`src/rtl/eth_tx_ctrl.sv`:
```
// rtl/eth_tx_ctrl.sv - RMII transmit framer: preamble/SFD, zero padding, CRC-32 FCS, inter-packet gap
module eth_tx_ctrl #(
   parameter int pPREAMBLE_BYTES  = 7,
   parameter int pMIN_FRAME_BYTES = 60,
   parameter int pIPG_BYTES       = 12
) (
   input  logic       Clk,
   input  logic       Rst,
   input  logic       S_Valid,
   input  logic [7:0] S_Data,
   input  logic       S_Last,
   output logic       S_Ready,
   output logic [1:0] Txd,
   output logic       Tx_En,
   output logic       Busy,
   output logic       Frame_Done,
   output logic       Underrun
);
   typedef enum logic [2:0] {IDLE, PREAMBLE, SFD, DATA, PAD, FCS, IPG} state_t;

   localparam logic [15:0] cPreLast  = 16'(pPREAMBLE_BYTES * 4 - 1);
   localparam logic [15:0] cIpgLast  = 16'(pIPG_BYTES * 4 - 1);
   localparam logic [15:0] cMinBytes = 16'(pMIN_FRAME_BYTES);

   state_t      state;
   logic [15:0] cnt;
   logic [15:0] byteCnt;
   logic [31:0] crc;
   logic [31:0] sh;
   logic        curLast;
   logic        fetch;
   logic        byteEnd;

   function automatic logic [31:0] crcByte(input logic [31:0] c, input logic [7:0] d);
      logic [31:0] r;
      r = c ^ {24'd0, d};
      for (int i = 0; i < 8; i++)
         r = r[0] ? ((r >> 1) ^ 32'hEDB88320) : (r >> 1);
      return r;
   endfunction

   // fetch: last dibit of SFD or of a non-final data byte, where the next byte is due
   assign fetch   = (cnt == 16'd3) && ((state == SFD) || (state == DATA && !curLast));
   assign byteEnd = (cnt == 16'd3) && ((state == DATA && curLast) || state == PAD);

   always_ff @(posedge Clk) begin
      if (Rst) begin
         state      <= IDLE;
         cnt        <= '0;
         byteCnt    <= '0;
         crc        <= '1;
         sh         <= '0;
         curLast    <= 1'b0;
         Txd        <= 2'b00;
         Tx_En      <= 1'b0;
         S_Ready    <= 1'b0;
         Busy       <= 1'b0;
         Frame_Done <= 1'b0;
         Underrun   <= 1'b0;
      end else begin
         S_Ready    <= 1'b0;
         Frame_Done <= 1'b0;
         Underrun   <= 1'b0;
         cnt        <= cnt + 16'd1;
         Txd        <= sh[1:0];
         sh         <= sh >> 2;

         case (state)
            IDLE: begin
               cnt <= '0;
               Txd <= 2'b00;
               if (S_Valid) begin
                  state   <= PREAMBLE;
                  Tx_En   <= 1'b1;
                  Busy    <= 1'b1;
                  Txd     <= 2'b01;
                  crc     <= '1;
                  byteCnt <= '0;
               end
            end
            PREAMBLE: begin
               Txd <= 2'b01;
               if (cnt == cPreLast) begin
                  state <= SFD;
                  cnt   <= '0;
               end
            end
            SFD: begin
               Txd     <= (cnt == 16'd2) ? 2'b11 : 2'b01;
               S_Ready <= (cnt == 16'd2);
            end
            DATA: S_Ready <= (cnt == 16'd2) && !curLast;
            PAD: ;
            FCS: begin
               Frame_Done <= (cnt == 16'd14);
               if (cnt == 16'd15) begin
                  state <= IPG;
                  cnt   <= '0;
                  Tx_En <= 1'b0;
                  Txd   <= 2'b00;
               end
            end
            IPG: begin
               Txd <= 2'b00;
               if (cnt == cIpgLast) begin
                  state <= IDLE;
                  cnt   <= '0;
                  Busy  <= 1'b0;
               end
            end
            default: state <= IDLE;
         endcase

         if (fetch) begin
            cnt <= '0;
            if (S_Valid) begin
               state   <= DATA;
               Txd     <= S_Data[1:0];
               sh      <= {24'd0, S_Data} >> 2;
               curLast <= S_Last;
               crc     <= crcByte(crc, S_Data);
               byteCnt <= (byteCnt == 16'hFFFF) ? byteCnt : byteCnt + 16'd1;
            end else begin
               state    <= IPG;
               Tx_En    <= 1'b0;
               Txd      <= 2'b00;
               Underrun <= 1'b1;
            end
         end

         // the saturated counter can never be below the minimum, so padding stops there
         if (byteEnd) begin
            cnt <= '0;
            if (byteCnt < cMinBytes) begin
               state   <= PAD;
               Txd     <= 2'b00;
               sh      <= '0;
               crc     <= crcByte(crc, 8'h00);
               byteCnt <= byteCnt + 16'd1;
            end else begin
               state <= FCS;
               Txd   <= ~crc[1:0];
               sh    <= (~crc) >> 2;
            end
         end
      end
   end
endmodule
```
`config.mk`:
```
export PLATFORM = sky130hd
export DESIGN_NAME = eth_tx_ctrl
export DESIGN_NICKNAME = d
export VERILOG_FILES = /design/src/rtl/eth_tx_ctrl.sv
export SDC_FILE = /design/constraint.sdc
export NUM_CORES = 1
export LEC_CHECK = 0
export ABC_AREA = 1
export BUFFER_PORTS_ARGS = -buffer_cell sky130_fd_sc_hd__buf_4
export CAP_MARGIN = 10
export CORE_ASPECT_RATIO = 1.1
export CORE_MARGIN = 4
export CORE_UTILIZATION = 40
export CTS_CLUSTER_DIAMETER = 60
export DETAILED_ROUTE_END_ITERATION = 16
export GPL_TIMING_DRIVEN = 0
export PLACE_DENSITY = 0.61
export RECOVER_POWER = 25
export SLEW_MARGIN = 30
export SYNTH_ARGS = -nofsm -noshare
export SYNTH_HDL_FRONTEND = slang
export SYNTH_SLANG_ARGS = --single-unit
export TNS_END_PERCENT = 20
```
`constraint.sdc`:
```
create_clock -name Clk -period 2.41 [get_ports Clk]
set_input_delay 0.482 -clock Clk [delete_from_list [all_inputs] [get_ports Clk]]
set_output_delay 0.482 -clock Clk [all_outputs]
set_load 0.005 [all_outputs]
```
-- Yosys cells after proc, flatten, opt, wreduce, memory -nomap -nowiden
Cells that the tools add are included.
- $add $sub $neg: 2
- $lt $le $gt $ge: 1
- eq/ne operators: 20
- muxes and demuxes: 64
- bitwise gates (word level): 21
- reduce and logical (&&, ||, !) cells: 17
- operators with widths (kind ; count):
    $mux 32 ; 23
    $not 13->14 ; 16
    $mux 16 ; 10
    $mux 30 ; 3
    $pmux 16 s4 ; 1
    $add 16x1->16 const B ; 2
    $eq 16x2->1 const B ; 2
    $eq 16x4->1 const B ; 2
    $not 32->32 ; 1
    $xor 32x8->32 ; 1
    $mux 3 ; 7
    $eq 16x16->1 const B ; 1
    $eq 16x5->1 const B ; 1
    $eq 16x6->1 const B ; 1
    $lt 16x6->1 const B ; 1
    $ne 4x4->1 const B ; 4
    $pmux 3 s5 ; 1
    $mux 2 ; 6
    $pmux 2 s5 ; 1
    $eq 3x3->1 const B ; 3
    $mux 1 ; 9
    $eq 3x2->1 const B ; 2
    $pmux 1 s2 ; 3
    $reduce_or 3->1 ; 2
    other kinds (14) ; 22
- bits in registers: 107
- input bits: 12
- output and inout bits: 7
- logic and storage cells: 137

-- Logic depth before layout (Yosys ltp)
- depth in word-level cells: 21
- mapped depth: 14
- depth with buffers taken out: 13

-- Least setup slack after synthesis
OpenSTA, ideal clock, no wires.
- path kind: flip-flop to flip-flop
- start point: reg cnt[0]
- end point: reg byteCnt[10]
- library setup time: 0.118 ns
- data arrival time: 1.564 ns
- required time: 2.292 ns
- setup slack: 0.728 ns
- cell stages (with the launch flop): 12
- path buffers: 1
- period minus slack after synthesis: 1.682 ns
- path through: dfxtp_1 -> ha_1 -> nand2_1 -> nor2_4 -> nand2_4 -> nor2_8 -> nand3_4 -> nand2_4 -> buf_8 -> nand3_1 -> nand2_1 -> nor2_1
- longest elaborated chain between the ends: 5
- elaborated cells on any way between the ends: 6
- those cells by class: eq/ne: 1; mux: 3; reduce/logical: 2
- RTL lines (item ; line ; text):
    from (decl) ; 26 ; logic [15:0] cnt;
    from (signal assigned) ; 64 ; cnt <= cnt + 16'd1;
    $eq 16x2->1 (*) ; 43, 44 ;
    $logic_and 1x1->1 ; 43 ; assign fetch = (cnt == 16'd3) && ((state == SFD) || (state == DATA && !curLast));
    $mux 16 ; 114 ; if (fetch) begin
    $mux 16 ; 134 ; if (byteCnt < cMinBytes) begin
    $mux 16 (*) ; 132 ; if (byteEnd) begin
    to (signal assigned) ; 122 ; byteCnt <= (byteCnt == 16'hFFFF) ? byteCnt : byteCnt + 16'd1;
    to (signal assigned) ; 139 ; byteCnt <= byteCnt + 16'd1;
    to (decl) ; 27 ; logic [15:0] byteCnt;
Mark *: on every way between the ends. The rest lies on a longest branch, timed or not.
A chain may end at the register's enable or synchronous reset.

-- Worst setup path in the final report
- start point: reg state[1]
- end point: reg crc[4]
- longest elaborated chain between the ends: 7
- elaborated cells on any way between the ends: 15
- those cells by class: eq/ne: 3; mux: 5; reduce/logical: 7
- RTL lines (item ; line ; text):
    from (decl) ; 25 ; state_t state;
    from (signal assigned) ; 48 ; state <= IDLE;
    from (signal assigned) ; 73 ; state <= PREAMBLE;
    from (signal assigned) ; 84 ; state <= SFD;
    $eq 3x2->1 ; 43, 44 ;
    $logic_and 1x1->1 ; 43 ;
    $logic_or 1x1->1 ; 43 ;
    $logic_and 1x1->1 ; 43 ;
    $mux 32 ; 114 ;
    $mux 32 ; 134 ;
    $mux 32 (*) ; 132 ;
    to (signal assigned) ; 121 ; crc <= crcByte(crc, S_Data);
    to (signal assigned) ; 138 ; crc <= crcByte(crc, 8'h00);
    to (decl) ; 28 ; logic [31:0] crc;
Marked as above.

==> metrics.yaml <==
row_count: 51
rsz_0062_raised_after_global_routing: "no"
drv_cap: 0
netlist_area_mm2: 0.00735
avgSynthCellArea_um2: 6.25
routedWlPerCell_um: 17.4
worst-endpoint-arrival_ps: 2510
grt_max_degree: 19
nets: 1219
final_count_of_hold_timing_violations: 0
dp_hpwl_um: 18600
worstRegToRegCells: 10
portBuffers: 16
filler_cell_count: 1971
ys_types: 45
relative_slew_slack_pct: 37.8
hold_ws_ps: 383
clkSinkCount: 105
die_width_um: 137
final-max-slew-violation-count: 0
final-seq-area_mm2: 0.00210
criticalPathCategory: "reg2reg"
timing.rr.start: "state[1]$_SDFFE_PP0P_"
die_height_um: 150
worst_skew_pair_later_pin_latency_ps: 370
achievable-frequency_mhz: 435
initialDrtViolationCount: 687
vias_per_cell: 5.22
tritoncts: "done"
placement.cell_area_mm2: 0.00776
grt.total_usage_pct: 25.0
drt_pass1_iterations: 5
final_antenna_diode_count: 0
timing.critical_path.fanout_max: 10
grt-ovfl-total: 0
leakage_dissipation_nw: 3.91
syn-instance-count: 1176
worst-endpoint-required_ps: 2620
mappedNetlistNets: 1192
yosys_most_used_dff: "dfxtp_1"
cp-endpoint: "crc[4]$_SDFF_PP1_"
ctsLongestPathBuffers: 2
worst_setup_hold_path_clk_slew_ps: 70
ys_warn_count: 0
routabilityCongestion: 0.957
status: "complete, no violations"
final.period_utilization_pct: 95.3
remaining_drc_errors: 0
end_kind: "flip-flop"
area_growth_syn_to_layout_pct: 9.45
floorplan.initialDensity_pct: 41.1
vdd_ir_drop_max_mv: 0.386
hold_class: "in2reg"
synth-edff-count: 0
period_minus_slack_ps: 2300
via_count: 7547
clockRootBuffer: "clkbuf_16"
layout.cells.most_common: "nand2_1"
postLayoutSetupSlackWorst_ps: 113
synth-seq-cells: 105
dieArea_mm2: 0.0206
final_layout_size_suffix_gt1_share_pct: 8.94
tritoncts.num_buffers: 9
setup.worst_path.start: "state[1]$_SDFFE_PP0P_"
route.antenna.remaining_nets: 0
power_density_mw_per_mm2: 554
reg2reg_to: "crc[4]$_SDFF_PP1_"
worst_slew_pin_slew_ps: 933
detailedPlace.worstSlack_ps: -236
setup_viol: 0
synthArstFlopShare_pct: 0
antenna_found_initial: 0
routed_wirelength_um: 25200
utilization_pct: 45.0
cts.htree.levels: 3
final.setup_skew_ps: 19.2
core_area_mm2: 0.0179
ioPinCount: 19
first_global_vias: 6903
synth.yosys.seq_area_share_pct: 28.6
post_route_cell_area_mm2: 0.00804
startpoint_type: "flip-flop"
multi_input_area_mm2: 0.00451
layout.cells.most_common_list: "nand2_1 (401), nand3_1 (142), inv_1 (123)"
global_route_wire_length_before_repair_um: 39000
rrSetupSlack_ps: 110
-- stage by stage --
step / setup TNS [ps] / total power [W] / cells
after floorplan: 0 / 0.00264 / 1176
after global placement: -7010 / 0.00299 / 1430
after detailed placement: -5970 / 0.00299 / 1430
after CTS: 0 / 0.00448 / 1446
after global routing: 0 / 0.00466 / 1446
final: 0 / 0.00445 / 1446
-- layer usage --
metal  global-route usage [%]  share of wire (%)
met5                        0                  0
met4                     10.5                3.6
met3                     3.71                8.1
met2                     41.5                 47
met1                     32.4                 42
-- registers in the layout, indices dropped and copies added (netlist names), 2 cells and up --
name	count
crc	32
Txd	2
state	3
cnt	16
byteCnt	16
sh	30
-- cells in the mapped netlist, drive strengths merged, types with 13 or more instances --
master	number	share of area (%)
nand2	414	22
nand3	150	11
inv	127	6.5
nor2	115	6.9
dfxtp	105	29
xor2	56	6.7
o21ai	55	3.8
buf	30	2.8
xnor2	29	3.7
a21oi	20	1.5
nor3	15	1.2
nand4	13	1.1
-- worst min-delay path by stage --
stage | from | endpoint | cells after the start
2_1_floorplan | crc[14]$_SDFF_PP1_ | sh[12]$_SDFF_PP0_ | 1
3_3_place_gp | sh[25]$_SDFF_PP0_ | sh[23]$_SDFF_PP0_ | 2
3_5_place_dp | sh[22]$_SDFF_PP0_ | sh[20]$_SDFF_PP0_ | 2
4_1_cts | S_Last | curLast$_SDFFE_PP0P_ | 3
5_1_grt | S_Last | curLast$_SDFFE_PP0P_ | 3
6_report | S_Last | curLast$_SDFFE_PP0P_ | 3
-- logic make-up (layout without fill, tap and decap cells) --
group,after synthesis,in the layout,synth area share (%)
adder cells (fa/ha/maj),4,4,0.681
AND/OR/NAND/NOR,715,715,42.8
buffers and inverters,168,200,9.88
flip-flops,105,105,28.6
XOR/XNOR,85,85,10.3
AO/OA/AOI/OAI,99,99,7.65
-- final cells by class --
type                            instances  share of cell area, %
Clock buffer                           10                   2.97
Clock inverter                          6                  0.591
Timing Repair Buffer                   16                   1.45
Buffer                                 38                   2.94
Multi-Input combinational cell        903                   56.1
Tap cell                              238                   3.70
Sequential cell                       105                   26.1
Inverter                              130                   6.07
-- critical path: stages (launching register included) --
cell     delay, ps
dfxtp_1        410
nor2_1         100
inv_1           60
nor2_1          70
nand2_1        340
inv_1          180
nor2_4         350
buf_2          390
nand2_1        100
nand3_1         90
nand3_1         70
-- power by group --
part	total [W]	leakage [nW]	switching, W	internal (W)
clock network	0.00148	0.145	0.000736	0.000744
registers	0.00185	0.849	0.0000571	0.00179
logic	0.00113	2.91	0.000795	0.000330
-- timing repair --
action                     in CTS  in global routing
gates resized for setup         1                  0
hold buffers                    0                  0
setup buffers                   0                  0
setup endpoints to repair       3                  0
Note: power is estimated with default switching activity, not from simulation.
